===== src/rtl/gte_pkg.sv =====
// Shared types, register indices and FLAG masks for the GTE result bank.
package gte_pkg;

  // Writeback target selected by the compute-path sequencer.
  typedef enum logic [3:0] {
    WB_MAC0, WB_MAC1, WB_MAC2, WB_MAC3,
    WB_IR0, WB_IR1, WB_IR2, WB_IR3,
    WB_OTZ, WB_SX_STAGE, WB_SY_PUSH, WB_PUSH_Z,
    WB_COL_R, WB_COL_G, WB_COL_B_PUSH
  } gteWbSel;

  // Every bank register, exported to the compute path and the sequencer.
  typedef struct packed {
    logic signed [31:0] mac0;
    logic signed [31:0] mac1;
    logic signed [31:0] mac2;
    logic signed [31:0] mac3;
    logic signed [15:0] ir0;
    logic signed [15:0] ir1;
    logic signed [15:0] ir2;
    logic signed [15:0] ir3;
    logic        [15:0] otz;
    logic        [31:0] sxy0;
    logic        [31:0] sxy1;
    logic        [31:0] sxy2;
    logic        [15:0] sz0;
    logic        [15:0] sz1;
    logic        [15:0] sz2;
    logic        [15:0] sz3;
    logic        [31:0] rgb0;
    logic        [31:0] rgb1;
    logic        [31:0] rgb2;
    logic        [31:0] flag;
  } gteResRegs;

  // Data-space register indices.
  localparam logic [4:0] REG_OTZ  = 5'd7;
  localparam logic [4:0] REG_IR0  = 5'd8;
  localparam logic [4:0] REG_IR1  = 5'd9;
  localparam logic [4:0] REG_IR2  = 5'd10;
  localparam logic [4:0] REG_IR3  = 5'd11;
  localparam logic [4:0] REG_SXY0 = 5'd12;
  localparam logic [4:0] REG_SXY1 = 5'd13;
  localparam logic [4:0] REG_SXY2 = 5'd14;
  localparam logic [4:0] REG_SXYP = 5'd15;
  localparam logic [4:0] REG_SZ0  = 5'd16;
  localparam logic [4:0] REG_SZ1  = 5'd17;
  localparam logic [4:0] REG_SZ2  = 5'd18;
  localparam logic [4:0] REG_SZ3  = 5'd19;
  localparam logic [4:0] REG_RGB0 = 5'd20;
  localparam logic [4:0] REG_RGB1 = 5'd21;
  localparam logic [4:0] REG_RGB2 = 5'd22;
  localparam logic [4:0] REG_MAC0 = 5'd24;
  localparam logic [4:0] REG_MAC1 = 5'd25;
  localparam logic [4:0] REG_MAC2 = 5'd26;
  localparam logic [4:0] REG_MAC3 = 5'd27;
  localparam logic [4:0] REG_IRGB = 5'd28;
  localparam logic [4:0] REG_ORGB = 5'd29;

  // Control-space register index.
  localparam logic [4:0] CREG_FLAG = 5'd31;

  // Sticky/writable FLAG bits, and the bits summarised into bit 31.
  localparam logic [31:0] FLAG_WR_MASK  = 32'h7FFF_F000;
  localparam logic [31:0] FLAG_ERR_MASK = 32'h7F87_E000;

  // FLAG as seen by the CPU and o_res: stored sticky bits plus the summary bit.
  function automatic logic [31:0] flagView(input logic [31:0] sticky);
    return {|(sticky & FLAG_ERR_MASK), sticky[30:0]};
  endfunction

endpackage


===== src/rtl/gte_orgb_pack.sv =====
// Packs IR1-3 into the 15-bit ORGB color: each field is IRn >> 7 clamped to 0..31.
module gte_orgb_pack (
  input  logic signed [15:0] i_ir1,
  input  logic signed [15:0] i_ir2,
  input  logic signed [15:0] i_ir3,
  output logic        [14:0] o_orgb
);

  function automatic logic [4:0] sat5(input logic signed [15:0] v);
    logic signed [15:0] s;
    s = v >>> 7;
    if (s < 16'sd0)       return 5'h00;
    else if (s > 16'sd31) return 5'h1F;
    else                  return s[4:0];
  endfunction

  // Saturate and pack {B, G, R}.
  always_comb begin
    o_orgb = {sat5(i_ir3), sat5(i_ir2), sat5(i_ir1)};
  end

endmodule


===== src/rtl/gte_result_bank.sv =====
// GTE result register bank: MAC/IR/OTZ, SXY/SZ/RGB FIFOs, sticky FLAG, COP2 CPU access.
import gte_pkg::*;

module gte_result_bank (
  input  logic        i_clk,
  input  logic        i_rst,
  input  logic        i_instStart,
  input  logic        i_wbValid,
  input  gteWbSel     i_wbSel,
  input  logic [31:0] i_val32,
  input  logic [15:0] i_val16,
  input  logic [7:0]  i_val8,
  input  logic [31:0] i_flagBits,
  input  logic        i_cpuWr,
  input  logic        i_cpuRd,
  input  logic        i_cpuCtl,
  input  logic [4:0]  i_cpuAddr,
  input  logic [31:0] i_cpuData,
  output logic [31:0] o_cpuData,
  output gteResRegs   o_res
);

  gteResRegs   r, rNxt;
  logic [15:0] sxStage, sxStageNxt;
  logic [7:0]  stR, stRNxt, stG, stGNxt;
  logic [14:0] orgb;
  logic        cpuBlock;
  logic        cpuWrEn;
  logic [31:0] rdData;

  gte_orgb_pack uOrgb (
    .i_ir1  (r.ir1),
    .i_ir2  (r.ir2),
    .i_ir3  (r.ir3),
    .o_orgb (orgb)
  );

  // A CPU write is dropped when the same-cycle writeback targets the same register or FIFO.
  always_comb begin
    cpuBlock = 1'b0;
    if (i_wbValid && !i_cpuCtl) begin
      case (i_cpuAddr)
        REG_OTZ:  cpuBlock = (i_wbSel == WB_OTZ);
        REG_IR0:  cpuBlock = (i_wbSel == WB_IR0);
        REG_IR1:  cpuBlock = (i_wbSel == WB_IR1);
        REG_IR2:  cpuBlock = (i_wbSel == WB_IR2);
        REG_IR3:  cpuBlock = (i_wbSel == WB_IR3);
        REG_IRGB: cpuBlock = (i_wbSel inside {WB_IR1, WB_IR2, WB_IR3});
        REG_SXY0, REG_SXY1, REG_SXY2, REG_SXYP:
                  cpuBlock = (i_wbSel == WB_SY_PUSH);
        REG_SZ0, REG_SZ1, REG_SZ2, REG_SZ3:
                  cpuBlock = (i_wbSel == WB_PUSH_Z);
        REG_RGB0, REG_RGB1, REG_RGB2:
                  cpuBlock = (i_wbSel == WB_COL_B_PUSH);
        REG_MAC0: cpuBlock = (i_wbSel == WB_MAC0);
        REG_MAC1: cpuBlock = (i_wbSel == WB_MAC1);
        REG_MAC2: cpuBlock = (i_wbSel == WB_MAC2);
        REG_MAC3: cpuBlock = (i_wbSel == WB_MAC3);
        default:  cpuBlock = 1'b0;
      endcase
    end
    cpuWrEn = i_cpuWr && !cpuBlock;
  end

  // Next-state: CPU write first, then writeback; conflicts are already filtered so order is free.
  always_comb begin
    rNxt       = r;
    sxStageNxt = sxStage;
    stRNxt     = stR;
    stGNxt     = stG;

    if (cpuWrEn && !i_cpuCtl) begin
      case (i_cpuAddr)
        REG_OTZ:  rNxt.otz  = i_cpuData[15:0];
        REG_IR0:  rNxt.ir0  = i_cpuData[15:0];
        REG_IR1:  rNxt.ir1  = i_cpuData[15:0];
        REG_IR2:  rNxt.ir2  = i_cpuData[15:0];
        REG_IR3:  rNxt.ir3  = i_cpuData[15:0];
        REG_SXY0: rNxt.sxy0 = i_cpuData;
        REG_SXY1: rNxt.sxy1 = i_cpuData;
        REG_SXY2: rNxt.sxy2 = i_cpuData;
        REG_SXYP: begin
          rNxt.sxy0 = r.sxy1;
          rNxt.sxy1 = r.sxy2;
          rNxt.sxy2 = i_cpuData;
        end
        REG_SZ0:  rNxt.sz0  = i_cpuData[15:0];
        REG_SZ1:  rNxt.sz1  = i_cpuData[15:0];
        REG_SZ2:  rNxt.sz2  = i_cpuData[15:0];
        REG_SZ3:  rNxt.sz3  = i_cpuData[15:0];
        REG_RGB0: rNxt.rgb0 = i_cpuData;
        REG_RGB1: rNxt.rgb1 = i_cpuData;
        REG_RGB2: rNxt.rgb2 = i_cpuData;
        REG_MAC0: rNxt.mac0 = i_cpuData;
        REG_MAC1: rNxt.mac1 = i_cpuData;
        REG_MAC2: rNxt.mac2 = i_cpuData;
        REG_MAC3: rNxt.mac3 = i_cpuData;
        REG_IRGB: begin
          rNxt.ir1 = {4'b0, i_cpuData[4:0],   7'b0};
          rNxt.ir2 = {4'b0, i_cpuData[9:5],   7'b0};
          rNxt.ir3 = {4'b0, i_cpuData[14:10], 7'b0};
        end
        default: ;
      endcase
    end

    if (i_wbValid) begin
      case (i_wbSel)
        WB_MAC0:       rNxt.mac0  = i_val32;
        WB_MAC1:       rNxt.mac1  = i_val32;
        WB_MAC2:       rNxt.mac2  = i_val32;
        WB_MAC3:       rNxt.mac3  = i_val32;
        WB_IR0:        rNxt.ir0   = i_val16;
        WB_IR1:        rNxt.ir1   = i_val16;
        WB_IR2:        rNxt.ir2   = i_val16;
        WB_IR3:        rNxt.ir3   = i_val16;
        WB_OTZ:        rNxt.otz   = i_val16;
        WB_SX_STAGE:   sxStageNxt = i_val16;
        WB_SY_PUSH: begin
          rNxt.sxy0 = r.sxy1;
          rNxt.sxy1 = r.sxy2;
          rNxt.sxy2 = {i_val16, sxStage};
        end
        WB_PUSH_Z: begin
          rNxt.sz0 = r.sz1;
          rNxt.sz1 = r.sz2;
          rNxt.sz2 = r.sz3;
          rNxt.sz3 = i_val16;
        end
        WB_COL_R:      stRNxt = i_val8;
        WB_COL_G:      stGNxt = i_val8;
        WB_COL_B_PUSH: begin
          rNxt.rgb0 = r.rgb1;
          rNxt.rgb1 = r.rgb2;
          rNxt.rgb2 = {i_val32[31:24], i_val8, stG, stR};
        end
        default: ;
      endcase
    end

    // FLAG priority: instruction start, then writeback accumulation, then CPU load.
    if (i_instStart)
      rNxt.flag = i_wbValid ? (i_flagBits & FLAG_WR_MASK) : '0;
    else if (i_wbValid)
      rNxt.flag = r.flag | (i_flagBits & FLAG_WR_MASK);
    else if (i_cpuWr && i_cpuCtl && (i_cpuAddr == CREG_FLAG))
      rNxt.flag = i_cpuData & FLAG_WR_MASK;
  end

  // CPU read mux over the pre-write register state.
  always_comb begin
    rdData = '0;
    if (i_cpuCtl) begin
      if (i_cpuAddr == CREG_FLAG) rdData = flagView(r.flag);
    end else begin
      case (i_cpuAddr)
        REG_OTZ:  rdData = {16'b0, r.otz};
        REG_IR0:  rdData = {{16{r.ir0[15]}}, r.ir0};
        REG_IR1:  rdData = {{16{r.ir1[15]}}, r.ir1};
        REG_IR2:  rdData = {{16{r.ir2[15]}}, r.ir2};
        REG_IR3:  rdData = {{16{r.ir3[15]}}, r.ir3};
        REG_SXY0: rdData = r.sxy0;
        REG_SXY1: rdData = r.sxy1;
        REG_SXY2, REG_SXYP: rdData = r.sxy2;
        REG_SZ0:  rdData = {16'b0, r.sz0};
        REG_SZ1:  rdData = {16'b0, r.sz1};
        REG_SZ2:  rdData = {16'b0, r.sz2};
        REG_SZ3:  rdData = {16'b0, r.sz3};
        REG_RGB0: rdData = r.rgb0;
        REG_RGB1: rdData = r.rgb1;
        REG_RGB2: rdData = r.rgb2;
        REG_MAC0: rdData = r.mac0;
        REG_MAC1: rdData = r.mac1;
        REG_MAC2: rdData = r.mac2;
        REG_MAC3: rdData = r.mac3;
        REG_IRGB, REG_ORGB: rdData = {17'b0, orgb};
        default:  rdData = '0;
      endcase
    end
  end

  // Register bank, staging latches and registered read data.
  always_ff @(posedge i_clk or posedge i_rst) begin
    if (i_rst) begin
      r         <= '0;
      sxStage   <= '0;
      stR       <= '0;
      stG       <= '0;
      o_cpuData <= '0;
    end else begin
      r       <= rNxt;
      sxStage <= sxStageNxt;
      stR     <= stRNxt;
      stG     <= stGNxt;
      if (i_cpuRd) o_cpuData <= rdData;
    end
  end

  // Export the bank with the FLAG summary bit filled in.
  always_comb begin
    o_res      = r;
    o_res.flag = flagView(r.flag);
  end

endmodule


===== config.mk =====
export PLATFORM = sky130hd
export DESIGN_NAME = gte_result_bank
export DESIGN_NICKNAME = d
export VERILOG_FILES = /design/src/rtl/gte_pkg.sv /design/src/rtl/gte_orgb_pack.sv /design/src/rtl/gte_result_bank.sv
export SDC_FILE = /design/constraint.sdc
export NUM_CORES = 2
export LEC_CHECK = 0
export CELL_PAD_IN_SITES_DETAIL_PLACEMENT = 0
export CELL_PAD_IN_SITES_GLOBAL_PLACEMENT = 1
export CORE_AREA = 2 2 276 251
export CTS_CLUSTER_SIZE = 28
export DETAILED_ROUTE_END_ITERATION = 12
export DIE_AREA = 0 0 278 253
export PLACE_DENSITY = 0.93
export SYNTH_ARGS = -nofsm -noshare
export SYNTH_HDL_FRONTEND = slang
export SYNTH_SLANG_ARGS = --single-unit
export TNS_END_PERCENT = 50

===== constraint.sdc =====
create_clock -name i_clk -period 52.1 [get_ports i_clk]
set_clock_uncertainty 0.15 [all_clocks]
set_input_delay 5.21 -clock i_clk [delete_from_list [all_inputs] [get_ports i_clk]]
set_output_delay 5.21 -clock i_clk [all_outputs]
set_load 0.1 [all_outputs]

Yosys cells after proc, flatten, opt, wreduce, memory -nomap -nowiden. Index checks and enable logic that the tools add are counted.

Muxes and demuxes: 48. $lt $le $gt $ge: 6. Reductions and logical operators: 19. Equality and inequality tests: 37. Bitwise gates (word level): 1.

Operators with widths (count): two-way mux 464 bit (2); case mux 32 bit (20 select lines) (1); two-way mux 32 bit (17); two-way mux 96 bit (2); two-way mux 16 bit (11); case mux 32 bit (2 select lines) (2); case mux 16 bit (2 select lines) (3); == test 5 bit, second input constant (14); two-way mux 64 bit (1); == test 5 x 4 -> 1 bit, second input constant (8); bitwise OR 32 x 31 -> 32 bit (1); two-way mux 31 bit (1); two-way mux 5 bit (6); == test 4 bit, second input constant (7); > comparator 9 x 6 -> 1 bit, second input constant (3); less-than comparator 9 x 1 -> 1 bit, second input constant (3); == test 4 x 3 -> 1 bit, second input constant (4); OR reduction 14 bit (1); case mux 1 bit (13 select lines) (1); == test 4 x 2 -> 1 bit, second input constant (2); OR reduction 4 bit (2); AND reduction 2 bit (3); nonzero test 3 bit (2); == test 5 x 3 -> 1 bit, second input constant (1); 7 further kinds (13).

Word-level logic and storage cells: 135. Input port bits: 136. Output and inout port bits: 528. Flip-flop bits (word level): 560.

Logic depth before layout (Yosys ltp).
Word-level depth: 10. Mapped depth: 11. Mapped depth without buffers: 7.

Modules after synthesis. From an unflattened synthesis, not the netlist that was laid out.

Cell total of the unflattened synthesis: 4260. Area, all modules: 34299.1 um^2.

Modules (own cells, without submodules): gte_result_bank (seq. area each 13688.1 um^2, cells each 4227, instances 1, area each 34149.0 um^2); gte_orgb_pack (seq. area each 0.0 um^2, cells each 33, instances 1, area each 150.1 um^2).

Least setup slack after synthesis. Ideal clock, no wire load.

Path type: input -> register. Start point: in i_cpuAddr[3]. End point: reg r, in the netlist o_res[44]. Stages on the path: 10. Required time: 51.823 ns. Path buffers: 3. Slack: 44.626 ns. Arrival: 7.197 ns. Setup time: 0.127 ns. Cell sequence: buf_4 > nand3_1 > nor2_2 > a41oi_1 > nor4bb_2 > a21o_1 > buf_6 > a21oi_4 > buf_6 > a221o_1.

RTL lines: start, declared (line gte_result_bank.sv:17) `input logic [4:0] i_cpuAddr,`; end signal, assigned (line gte_result_bank.sv:191) `r <= rNxt;`; end, declared (line gte_result_bank.sv:23) `gteResRegs r, rNxt;`.

==> impl_metrics.json <==
{
  "syn_avg_cell_area_um2": 9.86,
  "period_minus_slack_ps": 9960,
  "grt.total_usage_pct": 43.4,
  "critPathMaxFanout": 52,
  "core-area_mm2": 0.0677,
  "rows": 91,
  "setup_tns_ps": 0,
  "final_common_cell": "clkdlybuf4s50_1",
  "place_worst_setup_slack_ps": 41910,
  "cts_resized": 0,
  "grtUsageMet1_pct": 54.3,
  "area_growth_pct": 32.7,
  "setup_slack_ps": 42140,
  "synthFlopType": "dfrtp_1",
  "criticalPathCategory": "in2reg",
  "relSlewSlack_pct": 7.91,
  "r2r_start": "o_res[318]",
  "clk_latency_ps": 670,
  "synth-seq-cells": 547,
  "grt_overflow": 0,
  "hold_buffers": 0,
  "fin_crit_sh_pct": 19.1,
  "mostFrequentLayoutCells": "clkdlybuf4s50_1 (637), dfrtp_1 (547), a22oi_1 (340)",
  "cellLeakagePower_uw": 0.0147,
  "startpoint_type": "input port",
  "max_freq_mhz": 100,
  "worstPathArrival_ps": 10310,
  "cts_buffers": 59,
  "die_w_um": 278,
  "tightest_slew_ps": 1380,
  "drv_cap": 0,
  "path_clk_slew_ps": 70,
  "yosysSeqAreaShare_pct": 50.0,
  "netlist_area_mm2": 0.0274,
  "antenna_found_initial": 19,
  "drt_wl_total_um": 158000,
  "htreeDepth": 2,
  "routed_via_density": 7.15,
  "routedWlPerCell_um": 37.7,
  "powerDensity_mw_per_mm2": 60.6,
  "cts_setup_buffers": 0,
  "cts_tree": "yes",
  "cts.sinks": 547,
  "rsz0062_at_grt": "false",
  "grt_start_max_net_pins": 174,
  "clockRootBuffer": "clkbuf_16",
  "synth-edff-count": 0,
  "postSynthCellCount": 2776,
  "gp_congestion": 1.04,
  "ys_warn_count": 0,
  "final-hold-violation-count": 0,
  "reg2reg_depth": 7,
  "async_flop_share_pct": 100,
  "grt_pass1_wl_um": 218000,
  "postRouteAntennaNets": 0,
  "initial_utilization_pct": 40.4,
  "die_area_mm2": 0.0703,
  "synth_cell_types": 60,
  "timing.rr.end": "o_cpuData[13]",
  "setup.worst_path.end": "o_res[460]",
  "drv_slew": 0,
  "min_path_type": "reg2reg",
  "r2r_slack_ps": 48860,
  "drive_above_1_share_pct": 8.40,
  "grt_use_met2_pct": 60.5,
  "ios": 664,
  "drc_errors": 0,
  "numPortBuffers": 638,
  "critPathLaunch": "i_cpuAddr[1]",
  "peakVddDrop_uv": 41.4,
  "first_pass_iters": 12,
  "die_h_um": 253,
  "drt_iter0_markers": 5814,
  "cts.path.max_buffers": 3,
  "grt_util_met3_pct": 21.1,
  "via_count": 30000,
  "num-nets-final": 3399,
  "setup_violations": 0,
  "busiest_layer": "met2",
  "critPathCaptureType": "flip-flop",
  "dp_hpwl_um": 109000,
  "first_global_vias": 28200,
  "crit_required_ps": 52450,
  "status": "completed"
}
==> power breakdown <==
group          internal (uW)  switching (uW)  total, uW
registers                521             157        678
clock network            252             193        444
logic                    232             847       1080
==> synthesized netlist by cell type (17+ instances only) <==
cell	count	share of area, %
dfrtp_1	547	50
a22oi_1	340	9.3
nor2_1	299	4.1
nand2_1	276	3.8
o21ai_0	252	4.6
a221o_1	239	8.7
clkbuf_1	213	2.9
a22o_1	74	2.4
and2_1	65	1.5
a31oi_1	47	1.1
mux2_2	46	1.9
a21o_1	35	0.96
a21oi_1	32	0.58
nor3_1	31	0.57
nand3_1	30	0.55
buf_2	26	0.48
nor2b_1	25	0.57
buf_1	18	0.25
buf_6	18	0.74
a222oi_1	17	0.62
==> critical path, cell delays in order <==
cell	delay, ps
clkdlybuf4s50_1	880
nand2_2	520
or3_1	770
o22ai_1	230
a311oi_2	440
a21oi_4	120
buf_4	370
nor2_2	950
buf_4	550
o21ai_0	200
==> worst min path at each step <==
stage                             start  depth (start not counted)  slack, ps             to
after floorplan                  stR[0]                          1        320      o_res[32]
after global placement    o_cpuData[31]                          1        330  o_cpuData[31]
after detailed placement  o_cpuData[31]                          1        340  o_cpuData[31]
after CTS                 o_cpuData[31]                          1        360  o_cpuData[31]
after global routing             stR[0]                          1        380      o_res[32]
final                     o_cpuData[31]                          1        350  o_cpuData[31]
==> routing by layer <==
layer  part of all wire (%)  vias up  wire, um
li1                       -    11500         -
met1                     35    14700     55200
met2                     41     3148     65000
met3                     17      727     27200
met4                    6.7       22     10600
met5                   0.31        -       489
==> final cells by class <==
type                    count  area [um2]
multi-input cells        1946       12600
clock buffers              83        1700
diodes                      9        22.5
well taps                 883        1100
fillers                  6055       31400
flip-flops and latches    547       13700
clock inverters            26         287
repair buffers            707        6910
inverters                   2        15.0
==> registers in the layout, indices dropped and copies added, names as in the netlist <==
name       count
o_res        483
o_cpuData     32
sxStage       16
stG            8
stR            8
==> stage by stage <==
step / cells / power [uW] / hold WS, ps / utilization, % / area [um2]
2_1_floorplan: 2787 / 1400 / 324 / - / 27400
3_3_place_gp: 4085 / 1730 / 325 / 50.7 / 34300
3_5_place_dp: 4085 / 1740 / 342 / 50.7 / 34300
4_1_cts: 4194 / 2180 / 356 / 53.6 / 36300
5_1_grt: 4201 / 2230 / 376 / 53.6 / 36300
6_report: 4203 / 2200 / 354 / 53.6 / 36300
==> cell families after synthesis <==
family,Yosys count,synth area share [%]
buffers and inverters,294,4.86
AO/OA/AOI/OAI,1094,30.5
multiplexers,47,1.93
XOR/XNOR,2,0.0640
flip-flops,547,50.0
AND/OR/NAND/NOR,791,12.7
other,1,0.0137
No activity file was read; power rests on OpenSTA's default activity.
